[src/rtl/tri_driver.sv]
// tri_driver: host-side driver for the triangle rasterizer.
// Takes one triangle descriptor over a valid/ready port and sends it to the
// rasterizer as an nt strobe plus three vertices. It then collects the
// returned point stream into an 8x8 occupancy bitmap and a saturating
// point count, and pulses done when the rasterizer goes idle.
// Optional feature: define TRI_DRV_WD_EN to enable a WAIT/COLLECT watchdog
// with the sticky err flag.
module tri_driver #(
    parameter int WD_LIMIT = 255
) (
    input  logic        clk,
    input  logic        reset,
    input  logic        cmd_valid,
    output logic        cmd_ready,
    input  logic [17:0] cmd_vtx,
    output logic        nt,
    output logic [2:0]  xi,
    output logic [2:0]  yi,
    input  logic        busy,
    input  logic        po,
    input  logic [2:0]  xo,
    input  logic [2:0]  yo,
    output logic [63:0] bitmap,
    output logic [6:0]  pix_cnt,
    output logic        done,
    output logic        err
);

    typedef enum logic [2:0] {IDLE, S2, S3, WAIT, COLLECT, DONE} state_t;

    state_t      state, state_nxt;
    logic [11:0] vtx_q;      // {x2,y2,x3,y3}; v1 goes straight out on accept
    logic        accept;
    logic        capture;
    logic        done_nxt;
    logic        wd_fire;

    // Point counter increment that sticks at the 7-bit maximum
    function automatic logic [6:0] sat_inc(input logic [6:0] v);
        return (v == 7'h7f) ? v : v + 7'd1;
    endfunction

    assign cmd_ready = (state == IDLE) && !busy;
    assign accept    = cmd_valid && cmd_ready;

`ifdef TRI_DRV_WD_EN
    logic [7:0] wd_cnt;

    assign wd_fire = ((state == WAIT) || (state == COLLECT)) &&
                     (({1'b0, wd_cnt} + 9'd1) == 9'(WD_LIMIT));

    // Watchdog counter: cleared as the FSM enters WAIT, runs through WAIT/COLLECT
    always_ff @(posedge clk or negedge reset) begin
        if (!reset)
            wd_cnt <= 8'd0;
        else if (state == S3)
            wd_cnt <= 8'd0;
        else if ((state == WAIT) || (state == COLLECT))
            wd_cnt <= wd_cnt + 8'd1;
    end

    // Sticky error flag, cleared only by reset
    always_ff @(posedge clk or negedge reset) begin
        if (!reset)
            err <= 1'b0;
        else if (wd_fire)
            err <= 1'b1;
    end
`else
    assign wd_fire = 1'b0;
    assign err     = 1'b0;
`endif

    // State register
    always_ff @(posedge clk or negedge reset) begin
        if (!reset)
            state <= IDLE;
        else
            state <= state_nxt;
    end

    // Next-state logic, point capture enable and done request
    always_comb begin
        state_nxt = state;
        capture   = 1'b0;
        done_nxt  = 1'b0;
        case (state)
            IDLE:    if (accept) state_nxt = S2;
            S2:      state_nxt = S3;
            S3:      state_nxt = WAIT;
            WAIT: begin
                capture = po;
                if (wd_fire) begin
                    state_nxt = IDLE;
                    done_nxt  = 1'b1;
                end else if (busy) begin
                    state_nxt = COLLECT;
                end
            end
            COLLECT: begin
                capture = po;
                if (wd_fire) begin
                    state_nxt = IDLE;
                    done_nxt  = 1'b1;
                end else if (!busy) begin
                    state_nxt = DONE;
                    done_nxt  = 1'b1;
                end
            end
            DONE:    state_nxt = IDLE;
            default: state_nxt = IDLE;
        endcase
    end

    // Vertex holding register for v2/v3; pure data, needs no reset
    always_ff @(posedge clk) begin
        if (accept)
            vtx_q <= cmd_vtx[11:0];
    end

    // Registered rasterizer drive, bitmap/count accumulation and done pulse
    always_ff @(posedge clk or negedge reset) begin
        if (!reset) begin
            nt      <= 1'b0;
            xi      <= 3'd0;
            yi      <= 3'd0;
            done    <= 1'b0;
            bitmap  <= 64'd0;
            pix_cnt <= 7'd0;
        end else begin
            done <= done_nxt;
            case (state)
                IDLE: begin
                    if (accept) begin
                        nt      <= 1'b1;
                        xi      <= cmd_vtx[17:15];
                        yi      <= cmd_vtx[14:12];
                        bitmap  <= 64'd0;
                        pix_cnt <= 7'd0;
                    end
                end
                S2: begin
                    nt <= 1'b0;
                    xi <= vtx_q[11:9];
                    yi <= vtx_q[8:6];
                end
                S3: begin
                    xi <= vtx_q[5:3];
                    yi <= vtx_q[2:0];
                end
                default: ;
            endcase
            if (capture) begin
                bitmap[{yo, xo}] <= 1'b1;
                pix_cnt          <= sat_inc(pix_cnt);
            end
        end
    end

endmodule

[config.mk]
export PLATFORM = sky130hd
export DESIGN_NAME = tri_driver
export DESIGN_NICKNAME = d
export VERILOG_FILES = /design/src/rtl/tri_driver.sv
export SDC_FILE = /design/constraint.sdc
export NUM_CORES = 1
export LEC_CHECK = 0
export CORE_MARGIN = 2
export CORE_UTILIZATION = 48
export CTS_CLUSTER_SIZE = 25
export DETAILED_ROUTE_END_ITERATION = 10
export PLACE_DENSITY = 0.88
export RECOVER_POWER = 100
export SYNTH_ARGS = -nofsm -noshare
export SYNTH_HDL_FRONTEND = slang
export SYNTH_SLANG_ARGS = --single-unit
[constraint.sdc]
create_clock -name clk -period 1.7 [get_ports clk]
set_input_delay 0.425 -clock clk [delete_from_list [all_inputs] [get_ports clk]]
set_output_delay 0.425 -clock clk [all_outputs]
set_load 0.05 [all_outputs]
======== Yosys cells after proc, flatten, opt, wreduce, memory -nomap -nowiden ========
Index checks and enable logic that the tools add are counted.
Widths: inputs -> output; s select.
word-level totals
  memories ................................ 0
  bits in writable memories ............... 0
  word-level logic and storage cells ...... 57
  flip-flop bits (word level) ............. 94
  bits in read-only memories .............. 0
  output and inout port bits .............. 81
  bits of input ports ..................... 29
  latch bits .............................. 0
cells by class
  reductions and logical operators ........ 14
  divide/modulo/power cells ............... 0
  equality and inequality tests ........... 9
  add/subtract/negate cells ............... 1
  bitwise gates (word level) .............. 1
  muxes and demuxes ....................... 22
  $mul .................................... 0
  $lt $le $gt $ge ......................... 2
  shift operators ......................... 0
operator list
  operator             number
  $mux 64              3
  $or 64x64->64        1
  $mux 7               4
  $pmux 3 s3           2
  $mux 3               5
  $pmux 3 s5           1
  $ne 2x2->1 const B   4
  $add 7x1->7 const B  1
  $eq 7x7->1 const B   1
  $lt 6x7->1 const B   1
  $demux 1 s6          1
  $eq 3x2->1 const B   2
  $ge 6x1->1 const B   1
  $reduce_and 3->1     2
  $reduce_bool 2->1    3
  $mux 1               5
  $reduce_and 2->1     2
  $eq 3x1->1 const B   1
  $eq 3x3->1 const B   1
  $logic_and 1x1->1    3
  $logic_not 3->1      1
  $reduce_bool 3->1    1
  $pmux 1 s2           1
  $reduce_or 2->1      1
  $logic_not 1->1      1

======== Logic depth before layout (Yosys ltp) ========
Gate-level depths: netlist (run 1).
  depth after elaboration ................. 7
  gate-level depth with buffers ........... 7
  depth with buffers taken out ............ 5

======== Least setup slack after synthesis (run 1) ========
No wires, ideal clock.
  path type ............................... flip-flop to flip-flop
  from .................................... reg state[1]
  to ...................................... reg pix_cnt[0]
  buffers on the path ..................... 1
  required time ........................... 1.575 ns
  slack ................................... -0.785 ns
  period minus slack after synthesis ...... 2.485 ns
  arrival ................................. 2.360 ns
  cell stages (with the launch flop) ...... 7
  setup time .............................. 0.125 ns
  path through ............................ dfrtp_1 buf_6 nor4_2 nand2_1 inv_2 o21ai_1 mux2_2
on the way
  word-level cells in the longest chain between the ends .. 5
  elaborated cells on any way between the ends .. 12
  classes of those cells .................. eq/ne: 3; mux: 2; reduce/logical: 7
ends and longest elaborated chain
  what                                RTL line  text
  start, declared                     31        state_t state, state_nxt;
  start signal, assigned              79        state <= state_nxt;
  $logic_not 3->1                     43        assign cmd_ready = (state == IDLE) && !busy;
  $logic_and 1x1->1                   43
  net cmd_ready                       14        output logic cmd_ready,
  $logic_and 1x1->1                   44        assign accept = cmd_valid && cmd_ready;
  net accept                          33        logic accept;
  $reduce_bool 2->1 (no source line)  -
  $reduce_and 3->1 (no source line)   -
  end signal, assigned                155       pix_cnt <= sat_inc(pix_cnt);
  end, declared                       24        output logic [6:0] pix_cnt,
The timed path passes the listed nets, and every way through them passes these cells.
A chain may end at the register's enable or synchronous reset.

======== Final worst setup path (run 1) ========
  from .................................... reg state[1]
  to ...................................... out cmd_ready
on the way
  word-level cells in the longest chain between the ends .. 2
ends and longest elaborated chain
  what               RTL line
  $logic_not 3->1    43
  $logic_and 1x1->1  43
  end, declared      14
No other way between the ends.

==> qor.txt, run 1 <==
largest net degree at the start of global routing - 83
Fin Setup TNS - -0.173 ns
grt met1 use - 29.4%
H-tree Lvls - 3
hpwl dp - 6.78 mm
Filler Cell Count - 546
DP Area - 5440 µm²
switching power - 3.66 mW
die height - 94.1 µm
Die Width - 94.1 µm
Final Util - 68.7%
clock slew at reported path FFs - 0.09 ns
sequential share of the synthesized area - 62.0%
FP Rows - 32
CP Capture Type - primary output
Total Routing Usage GR - 22.3%
Reg area - 2410 µm²
WL/cell - 17.6 µm
Hold Path Class - input port to async pin
IO Pins - 110
RePlAce Congestion - 0.803
antenna viol nets, final - 0
cells along the critical path - buf_6, nor4_4, buf_4, buf_12
WP data required - 1.27 ns
Power Density - 1550 nW/µm²
Avg Vias per Cell - 5.58
violated checks - negative setup slack
multi-input gate area in the final layout - 1430 µm²
clock sink count - 94
Synth Register Bits - 94
clock power share - 16.0%
Clock Latency Late Sink - 0.36 ns
final number of hold-violating endpoints - 0
Cells after Synth - 315
combinational power share - 47.4%
CP max stage cell - dfrtp_1
first-pass GRT wire length - 15.4 mm
M3 GR Usage - 4.01%
commonest non-fill, non-tap cell in the layout - dfrtp_1
CP startpoint kind - flop
relative slew slack - 26.9%
TritonCTS clock tree - built
post-placement cell count - 535
fin worst setup slack - -0.173 ns
final setup vio count - 1
initial antenna violation count - 0
Tcrit/Tclk final - 110%
initial core utilization - 49.9%
Worst Setup Path Type - flop to primary output
fin crit period - 1.87 ns
Max Clk Rate - 534 MHz
number of library cell types mapped by synthesis - 53
final instance area - 5370 µm²
vias in the first global route - 3126
crit-path max cell delay - 0.40 ns
GR Overflow Total - 0
crit path DAT - 1.45 ns
number of remaining DRC errors - 0
Leakage - 2.59 nW
most frequent cells in the layout - dfrtp_1, clkbuf_2, nand2_1, o21ai_1, a22o_1
Worst-Margin Slew - 1.10 ns
Max Cap Violations - 0
die area - 8850 µm²
Cell Int Power - 4.66 mW
top_reg_cell synth - dfrtp_1
Mean Syn Cell Area - 12.4 µm²
final WL - 9.90 mm
Slew Viols, Final - 0
non-filler cells in the finished layout - 563
run status - finished with violations
EDFF count, synth - 12
switch share - 44.0%
CTS Buffer Depth - 2
Syn Nets - 345
share of cells above drive strength 1 - 37.7%
RSZ-0062 raised after global routing - true
core area - 7810 µm²
most used routing layer - met2
Pre-antenna DRT Iters - 4
Syn Std Cell Area - 3890 µm²
Antenna Cells - 0
sequential power share - 36.6%
worst-path fanout max - 2
Worst VDD drop - 0.986 mV
CTS Buf Count - 9
I/O Buffers - 108
Hold-fix buffers, CTS - 0
Layout Area Growth over Synthesis - 37.8%
vias - 3139
Total Nets Final - 487
met2 Use GR - 37.9%
FFs w/ async S/R, synth - 87.2%
Layout Skew - 0.0143 ns
WHS - 0.372 ns
1st-iter DRT viols - 121
Yosys warning total - 0
root buf cell - clkbuf_8
==> repair_timing <==
| action | CTS | global route |
|---|---|---|
| setup endpoints to repair | 22 | 69 |
| resized for setup | 4 | 14 |
| pin swaps | 1 | 10 |
| setup buffers | 3 | 8 |
| cloned | 0 | 3 |
==> critical path, delay by kind of cell, from the launching register on <==
family | cells | cell delay, ns
DFF | 1 | 0.40
and+or+nand+nor | 1 | 0.26
buffers and inverters | 3 | 0.44
==> worst paths after layout <==
| path | from | endpoint | slack, ns | cells after the start |
|---|---|---|---|---|
| max in group asynchronous | reset | state[0] | 0.53 | 2 |
| min in group clk | bitmap[27] | bitmap[27] | 0.49 | 2 |
| max | state[1] | cmd_ready | -0.17 | 4 |
| max reg2reg | state[0] | bitmap[5] | 0.02 | 7 |
| min reg2reg | bitmap[27] | bitmap[27] | 0.49 | 2 |
| min | reset | pix_cnt[1] | 0.37 | 2 |
==> Yosys cell counts, drive strengths merged (2+ instances only) <==
master / instances / share of area (%)
or2: 3 / 0.48
o22ai: 6 / 0.96
dfrtp: 82 / 53
buf: 15 / 2.6
clkbuf: 7 / 0.67
nand4: 2 / 0.64
nand2: 40 / 3.9
nor4: 2 / 0.87
nor4b: 3 / 1.4
mux2: 8 / 2.3
edfxtp: 12 / 9.3
nor3: 5 / 1.1
o21ai: 41 / 5.3
nand4b: 2 / 0.77
nand3: 3 / 0.51
inv: 3 / 0.29
and3: 3 / 0.48
a22o: 33 / 7.4
nor2: 9 / 0.93
and4: 3 / 0.67
a21oi: 4 / 0.51
and2: 4 / 0.64
a31oi: 3 / 0.87
o221ai: 6 / 1.3
==> sequential cells by signal, summed over array words and instances, names as in the netlist <==
register / count
state: 3
bitmap: 64
done: 1
vtx_q: 12
pix_cnt: 7
nt: 1
yi: 3
xi: 3
==> power by group through the flow <==
| stage | combinational [mW] | sequential [mW] | clock [mW] |
|---|---|---|---|
| 2_1_floorplan | 1.33 | 4.41 | 0 |
| 3_3_place_gp | 4.16 | 3.15 | 0 |
| 3_5_place_dp | 4.25 | 3.16 | 0 |
| 4_1_cts | 4.33 | 3.12 | 1.35 |
| 5_1_grt | 4.21 | 3.09 | 1.46 |
| 6_report | 3.94 | 3.04 | 1.33 |
==> metrics by stage <==
stage               total power [mW]  setup slack [ns]
finish                          8.31            -0.173
detailed placement              7.41            -0.446
CTS                             8.80            -0.222
global route                    8.75            -0.223
global placement                7.30            -0.396
floorplan                       5.74            -0.269
==> cell type report <==
type	count	area share, %
inverter	3	0.303
sequential	94	45.0
clock inverter	5	0.653
clock buffer	10	2.56
multi-input combinational	196	26.7
timing repair buffer	153	22.4
tap	102	2.38
==> cell families after synthesis <==
kind of cell / count (synthesis) / synth area share [%]
compound gates: 100 / 17.9
mux: 8 / 2.31
flops: 94 / 62.0
other cells: 1 / 0.0963
fa+ha+maj: 1 / 0.321
buf+inv: 25 / 3.60
simple gates: 86 / 13.8
==> metal layers <==
| metal | wire length, µm | up-vias |
|---|---|---|
| li1 | - | 1449 |
| met1 | 3990 | 1566 |
| met2 | 5210 | 111 |
| met3 | 574 | 13 |
| met4 | 127 | 0 |
| met5 | 0 | - |
No activity file was read; power rests on OpenSTA's default activity.
==> run 2, diff against run 1 <==
--- a/config.mk
+++ b/config.mk
@@ -9,6 +9,7 @@
 export CORE_UTILIZATION = 48
 export CTS_CLUSTER_SIZE = 25
 export DETAILED_ROUTE_END_ITERATION = 10
+export GPL_TIMING_DRIVEN = 0
 export PLACE_DENSITY = 0.88
 export RECOVER_POWER = 100
 export SYNTH_ARGS = -nofsm -noshare
==> qor.txt, run 2 (synthesized netlist as in run 1, its figures left out) <==
run status - finished with violations (unchanged)
violated checks - negative setup slack (unchanged)
M3 GR Usage - 4.17% (was 4.01%)
TritonCTS clock tree - built (unchanged)
vias - 3137 (was 3139)
Reg area - 2410 µm² (about the same)
Clock Latency Late Sink - 0.35 ns (was 0.36 ns)
DP Area - 5140 µm² (was 5440 µm²)
WL/cell - 17.7 µm (was 17.6 µm)
share of cells above drive strength 1 - 26.6% (was 37.7%)
Worst R2R Setup Slack - -0.01 ns (was 0.02 ns)
worst-path fanout max - 4 (was 2)
Max Clk Rate - 554 MHz (was 534 MHz)
post-placement cell count - 523 (was 535)
I/O Buffers - 105 (was 108)
Worst-Margin Slew - 0.668 ns (was 1.10 ns)
delay-heaviest family, CP - flip-flops (was buffers and inverters)
Avg Vias per Cell - 5.70 (was 5.58)
cells along the critical path - nor4_4, buf_6 (was buf_6, nor4_4, buf_4, buf_12)
RePlAce Congestion - 0.848 (was 0.803)
fin worst setup slack - -0.104 ns (was -0.173 ns)
multi-input gate area in the final layout - 1440 µm² (was 1430 µm²)
non-filler cells in the finished layout - 550 (was 563)
RSZ-0062 raised after global routing - true (unchanged)
Tcrit/Tclk final - 106% (was 110%)
final instance area - 5460 µm² (was 5370 µm²)
Pre-antenna DRT Iters - 4 (unchanged)
Final Util - 70.0% (was 68.7%)
fin crit period - 1.80 ns (was 1.87 ns)
CP Capture Type - primary output (unchanged)
GR Overflow Total - 0 (unchanged)
1st-iter DRT viols - 151 (was 121)
die height - 94.1 µm (unchanged)
Layout Area Growth over Synthesis - 40.3% (was 37.8%)
grt met1 use - 29.1% (was 29.4%)
Buf/Inv on CP - 1 (was 3)
Tot Pwr - 8.44 mW (was 8.31 mW)
most used routing layer - met2 (unchanged)
CTS Buffer Depth - 2 (unchanged)
final number of hold-violating endpoints - 0 (unchanged)
Filler Cell Count - 574 (was 546)
antenna viol nets, final - 0 (unchanged)
die area - 8850 µm² (unchanged)
Layout Skew - 0.00570 ns (was 0.0143 ns)
relative slew slack - 55.5% (was 26.9%)
Worst VDD drop - 0.775 mV (was 0.986 mV)
vias in the first global route - 3166 (was 3126)
Total Nets Final - 473 (was 487)
clock slew at reported path FFs - 0.09 ns (about the same)
hpwl dp - 6.74 mm (was 6.78 mm)
final WL - 9.71 mm (was 9.90 mm)
core area - 7810 µm² (unchanged)
initial core utilization - 49.9% (unchanged)
H-tree Lvls - 3 (unchanged)
most frequent cells in the layout - dfrtp_1, clkdlybuf4s15_1, nand2_1, o21ai_1, a22o_1 (was dfrtp_1, clkbuf_2, nand2_1, o21ai_1, a22o_1)
Hold Path Class - input port to async pin (unchanged)
largest net degree at the start of global routing - 77 (was 83)
Total Routing Usage GR - 22.6% (was 22.3%)
Max Cap Violations - 0 (unchanged)
final setup vio count - 6 (was 1)
FP Rows - 32 (unchanged)
CP max stage cell - dfrtp_2 (was dfrtp_1)
crit path DAT - 1.38 ns (was 1.45 ns)
initial antenna violation count - 0 (unchanged)
Leakage - 2.49 nW (was 2.59 nW)
Die Width - 94.1 µm (unchanged)
CP startpoint kind - flop (unchanged)
first-pass GRT wire length - 15.6 mm (was 15.4 mm)
Antenna Cells - 0 (unchanged)
Top Registers - bitmap: 64 flops, vtx_q: 12 flops, pix_cnt: 7 flops (unchanged)
most flop-heavy register - bitmap (unchanged)
WP data required - 1.27 ns (about the same)
crit-path max cell delay - 0.45 ns (was 0.40 ns)
max reg flops - 64 (unchanged)
Power Density - 1540 nW/µm² (was 1550 nW/µm²)
number of remaining DRC errors - 0 (unchanged)
met2 Use GR - 38.0% (was 37.9%)
Slew Viols, Final - 0 (unchanged)
Worst Setup Path Type - flop to primary output (unchanged)
IO Pins - 110 (unchanged)
clock sink count - 94 (unchanged)
root buf cell - clkbuf_8 (unchanged)
CTS Buf Count - 9 (unchanged)
commonest non-fill, non-tap cell in the layout - dfrtp_1 (unchanged)
==> run 2: metal layers <==
layer  wire length, µm  vias to the layer above
met4               171                        0
met3               522                       18
met1              4090                     1563
met2              4930                      125
met5                 0                        -
li1                  -                     1431
==> run 2: cell type report <==
type                    instances  area share, %
clock inverters                 5           1.19
clock buffers                  11           2.79
plain buffers                  19           2.93
inverters                       3          0.435
well taps                     102           2.34
multi-input cells             196           26.4
flip-flops and latches         94           44.2
repair buffers                120           19.8
==> run 2: worst register-to-register path, cell delays in order (launching register included) <==
cell	delay, ns
dfrtp_2	0.45
nor4_4	0.36
buf_4	0.20
nand2_8	0.08
buf_12	0.17
clkbuf_16	0.15
a22o_1	0.20
==> run 2: per-stage QoR <==
stage / hold slack (ns) / setup WS, ns / TNS (ns)
2_1_floorplan: 0.129 / -0.269 / -17.26
3_3_place_gp: 0.468 / -2.47 / -236.56
3_5_place_dp: 0.257 / -0.903 / -37.60
4_1_cts: 0.410 / -0.123 / -0.123
5_1_grt: 0.506 / -0.162 / -2.16
6_report: 0.497 / -0.104 / -0.134
==> run 2: power by group <==
group          total [mW]  switching, mW  internal [mW]
logic                3.80           2.55           1.26
clock network        1.57          0.784          0.783
registers            3.07          0.324           2.74
total                8.44           3.65           4.78
==> run 2: final timing paths <==
| check | start | to | cells past startpoint |
|---|---|---|---|
| min in group clk | yo[0] | bitmap[58] | 3 |
| max | state[0] | cmd_ready | 2 |
| min reg2reg | bitmap[44] | bitmap[44] | 2 |
| max in group asynchronous | reset | state[2] | 3 |
| max reg2reg | state[0] | bitmap[35] | 6 |
| min | reset | pix_cnt[4] | 2 |
==> run 2: timing repair <==
item                                    4_1_cts  5_1_grt
pin swaps                                     3        4
gates resized for setup                     129      108
hold buffers                                  1        0
cloned                                        1        2
endpoints found under the hold margin         6        0
endpoints found under the setup margin      147      138
buffers inserted                              4        6
==> run 3, diff against run 2 <==
--- a/config.mk
+++ b/config.mk
@@ -5,7 +5,8 @@
 export SDC_FILE = /design/constraint.sdc
 export NUM_CORES = 1
 export LEC_CHECK = 0
-export CORE_MARGIN = 2
+export ABC_AREA = 0
+export CORE_MARGIN = 3
 export CORE_UTILIZATION = 48
 export CTS_CLUSTER_SIZE = 25
 export DETAILED_ROUTE_END_ITERATION = 10
==> qor.txt, run 3 (synthesized netlist as in run 1, its figures left out) <==
most frequent cells in the layout - dfrtp_1, clkdlybuf4s15_1, nand2_1 (was dfrtp_1, clkdlybuf4s15_1, nand2_1, o21ai_1, a22o_1)
CTS Buf Count - 9 (unchanged)
Slew Viols, Final - 0 (unchanged)
Total Routing Usage GR - 21.5% (was 22.6%)
crit path to - cmd_ready (unchanged)
H-tree Lvls - 3 (unchanged)
Hold Path Class - flop to flop (was input port to async pin)
RSZ-0062 raised after global routing - true (unchanged)
CP startpoint kind - flop (unchanged)
Tcrit/Tclk final - 104% (was 106%)
largest net degree at the start of global routing - 76 (was 77)
Worst VDD drop - 0.820 mV (was 0.775 mV)
max reg flops - 64 (unchanged)
Die Width - 96.1 µm (was 94.1 µm)
Max Cap Violations - 0 (unchanged)
cells along the critical path - nor4_4, buf_6 (unchanged)
I/O Buffers - 105 (unchanged)
r2r worst-path depth - 4 (was 6)
Final Util - 69.9% (was 70.0%)
first-pass GRT wire length - 15.2 mm (was 15.6 mm)
sequential power share - 36.8% (was 36.3%)
r2r endpoint - bitmap[34] (was bitmap[35])
fin crit period - 1.77 ns (was 1.80 ns)
Worst R2R Setup Slack - 0.01 ns (was -0.01 ns)
Layout Area Growth over Synthesis - 40.1% (was 40.3%)
FP Rows - 32 (unchanged)
Clock Latency Late Sink - 0.35 ns (about the same)
crit-path max cell delay - 0.46 ns (was 0.45 ns)
final number of hold-violating endpoints - 0 (unchanged)
core area - 7810 µm² (unchanged)
non-filler cells in the finished layout - 547 (was 550)
final setup vio count - 1 (was 6)
clock sink count - 94 (unchanged)
Antenna Cells - 0 (unchanged)
antenna viol nets, final - 0 (unchanged)
Buf/Inv on CP - 1 (unchanged)
met2 wire length - 4.83 mm (was 4.93 mm)
delay-heaviest family, CP - flip-flops (unchanged)
TritonCTS clock tree - built (unchanged)
worst hold start - bitmap[47]
Pre-antenna DRT Iters - 4 (unchanged)
GR Overflow Total - 0 (unchanged)
share of cells above drive strength 1 - 22.0% (was 26.6%)
1st-iter DRT viols - 137 (was 151)
clock slew at reported path FFs - 0.09 ns (about the same)
worst-path fanout max - 4 (unchanged)
initial antenna violation count - 0 (unchanged)
DR top layer - met4 (unchanged)
Worst Setup Path Type - flop to primary output (unchanged)
switch share - 43.8% (was 43.3%)
Avg Vias per Cell - 5.54 (was 5.70)
Worst-Margin Slew - 0.647 ns (was 0.668 ns)
hpwl dp - 6.84 mm (was 6.74 mm)
WL/cell - 17.5 µm (was 17.7 µm)
Total Nets Final - 470 (was 473)
Leakage - 2.49 nW (about the same)
met3 WL post-DR - 585 µm (was 522 µm)
Critical Path Start - state[0] (unchanged)
CP Capture Type - primary output (unchanged)
Max Clk Rate - 565 MHz (was 554 MHz)
combinational power share - 47.3% (was 45.1%)
final WL - 9.56 mm (was 9.71 mm)
CP max stage cell - dfrtp_2 (unchanged)
r2r startpoint - state[2] (was state[0])
most flop-heavy register - bitmap (unchanged)
Layout Skew - 0.00998 ns (was 0.00570 ns)
WP data required - 1.27 ns (about the same)
fin worst setup slack - -0.0704 ns (was -0.104 ns)
Worst path depth - 2 (unchanged)
die height - 96.1 µm (was 94.1 µm)
Power Density - 1520 nW/µm² (was 1540 nW/µm²)
violated checks - negative setup slack (unchanged)
clock power share - 16.0% (was 18.6%)
number of remaining DRC errors - 0 (unchanged)
Cell Int Power - 4.65 mW (was 4.78 mW)
relative slew slack - 56.9% (was 55.5%)
RePlAce Congestion - 0.845 (was 0.848)
initial core utilization - 49.9% (unchanged)
vias in the first global route - 3069 (was 3166)
run status - finished with violations (unchanged)
switching power - 3.62 mW (was 3.65 mW)
crit path DAT - 1.35 ns (was 1.38 ns)
root buf cell - clkbuf_8 (unchanged)
die area - 9230 µm² (was 8850 µm²)
CTS Buffer Depth - 2 (unchanged)
IO Pins - 110 (unchanged)
Top Registers - bitmap: 64 flops, vtx_q: 12 flops, pix_cnt: 7 flops (unchanged)
wl on met1 - 3.89 mm (was 4.09 mm)
commonest non-fill, non-tap cell in the layout - dfrtp_1 (unchanged)
post-placement cell count - 523 (unchanged)
vias - 3031 (was 3137)
[run 3: timing repair]
item | CTS | global route
gates resized for setup | 114 | 92
endpoints found under the hold margin | 7 | 0
pin swaps | 3 | 6
hold buffers | 1 | 0
buffers inserted | 5 | 4
setup endpoints to repair | 147 | 131
gates cloned | 1 | 2
[run 3: layout make-up]
| class | count | area [µm²] |
|---|---|---|
| Fill cell | 537 | 2350 |
| Sequential cell | 94 | 2410 |
| Buffer | 19 | 168 |
| Inverter | 3 | 23.8 |
| Tap cell | 102 | 128 |
| Clock buffer | 11 | 141 |
| Timing Repair Buffer | 117 | 1100 |
| Multi-Input combinational cell | 196 | 1450 |
| Clock inverter | 5 | 35.0 |
[run 3: worst min-delay path by stage]
stage / cells past startpoint / slack [ns] / endpoint
2_1_floorplan: 0 / 0.13 / bitmap[0]
3_3_place_gp: 2 / 0.47 / bitmap[61]
3_5_place_dp: 1 / 0.27 / state[0]
4_1_cts: 2 / 0.42 / pix_cnt[3]
5_1_grt: 2 / 0.51 / bitmap[47]
6_report: 2 / 0.49 / bitmap[47]
[run 3: worst register-to-register path, cell delays in order (launching register included)]
cell	delay, ns
dfrtp_2	0.45
and4b_2	0.35
a31oi_4	0.09
nor4b_4	0.51
a22o_1	0.23
[run 3: power groups by stage]
stage / sequential (mW) / clock [mW] / combinational, mW
global route: 3.10 / 1.45 / 4.16
detailed placement: 3.08 / 0 / 3.93
finish: 3.04 / 1.32 / 3.91
CTS: 3.02 / 1.34 / 3.75
floorplan: 4.41 / 0 / 1.33
global placement: 3.07 / 0 / 3.83
[run 3: through the flow]
stage / instance area, µm² / power, mW / setup WS (ns) / hold slack, ns / setup TNS (ns)
floorplan: 3930 / 5.74 / -0.269 / 0.129 / -17.26
global placement: 5110 / 6.90 / -2.49 / 0.468 / -238.09
detailed placement: 5140 / 7.01 / -0.918 / 0.267 / -37.20
CTS: 5330 / 8.12 / -0.125 / 0.425 / -0.125
global route: 5460 / 8.72 / -0.116 / 0.509 / -0.859
finish: 5460 / 8.27 / -0.0704 / 0.486 / -0.0704
[run 3: metal layers]
| layer | track usage, % | vias up |
|---|---|---|
| li1 | - | 1427 |
| met1 | 27.8 | 1460 |
| met2 | 36.0 | 119 |
| met3 | 3.44 | 25 |
| met4 | 8.89 | 0 |
| met5 | 0 | - |
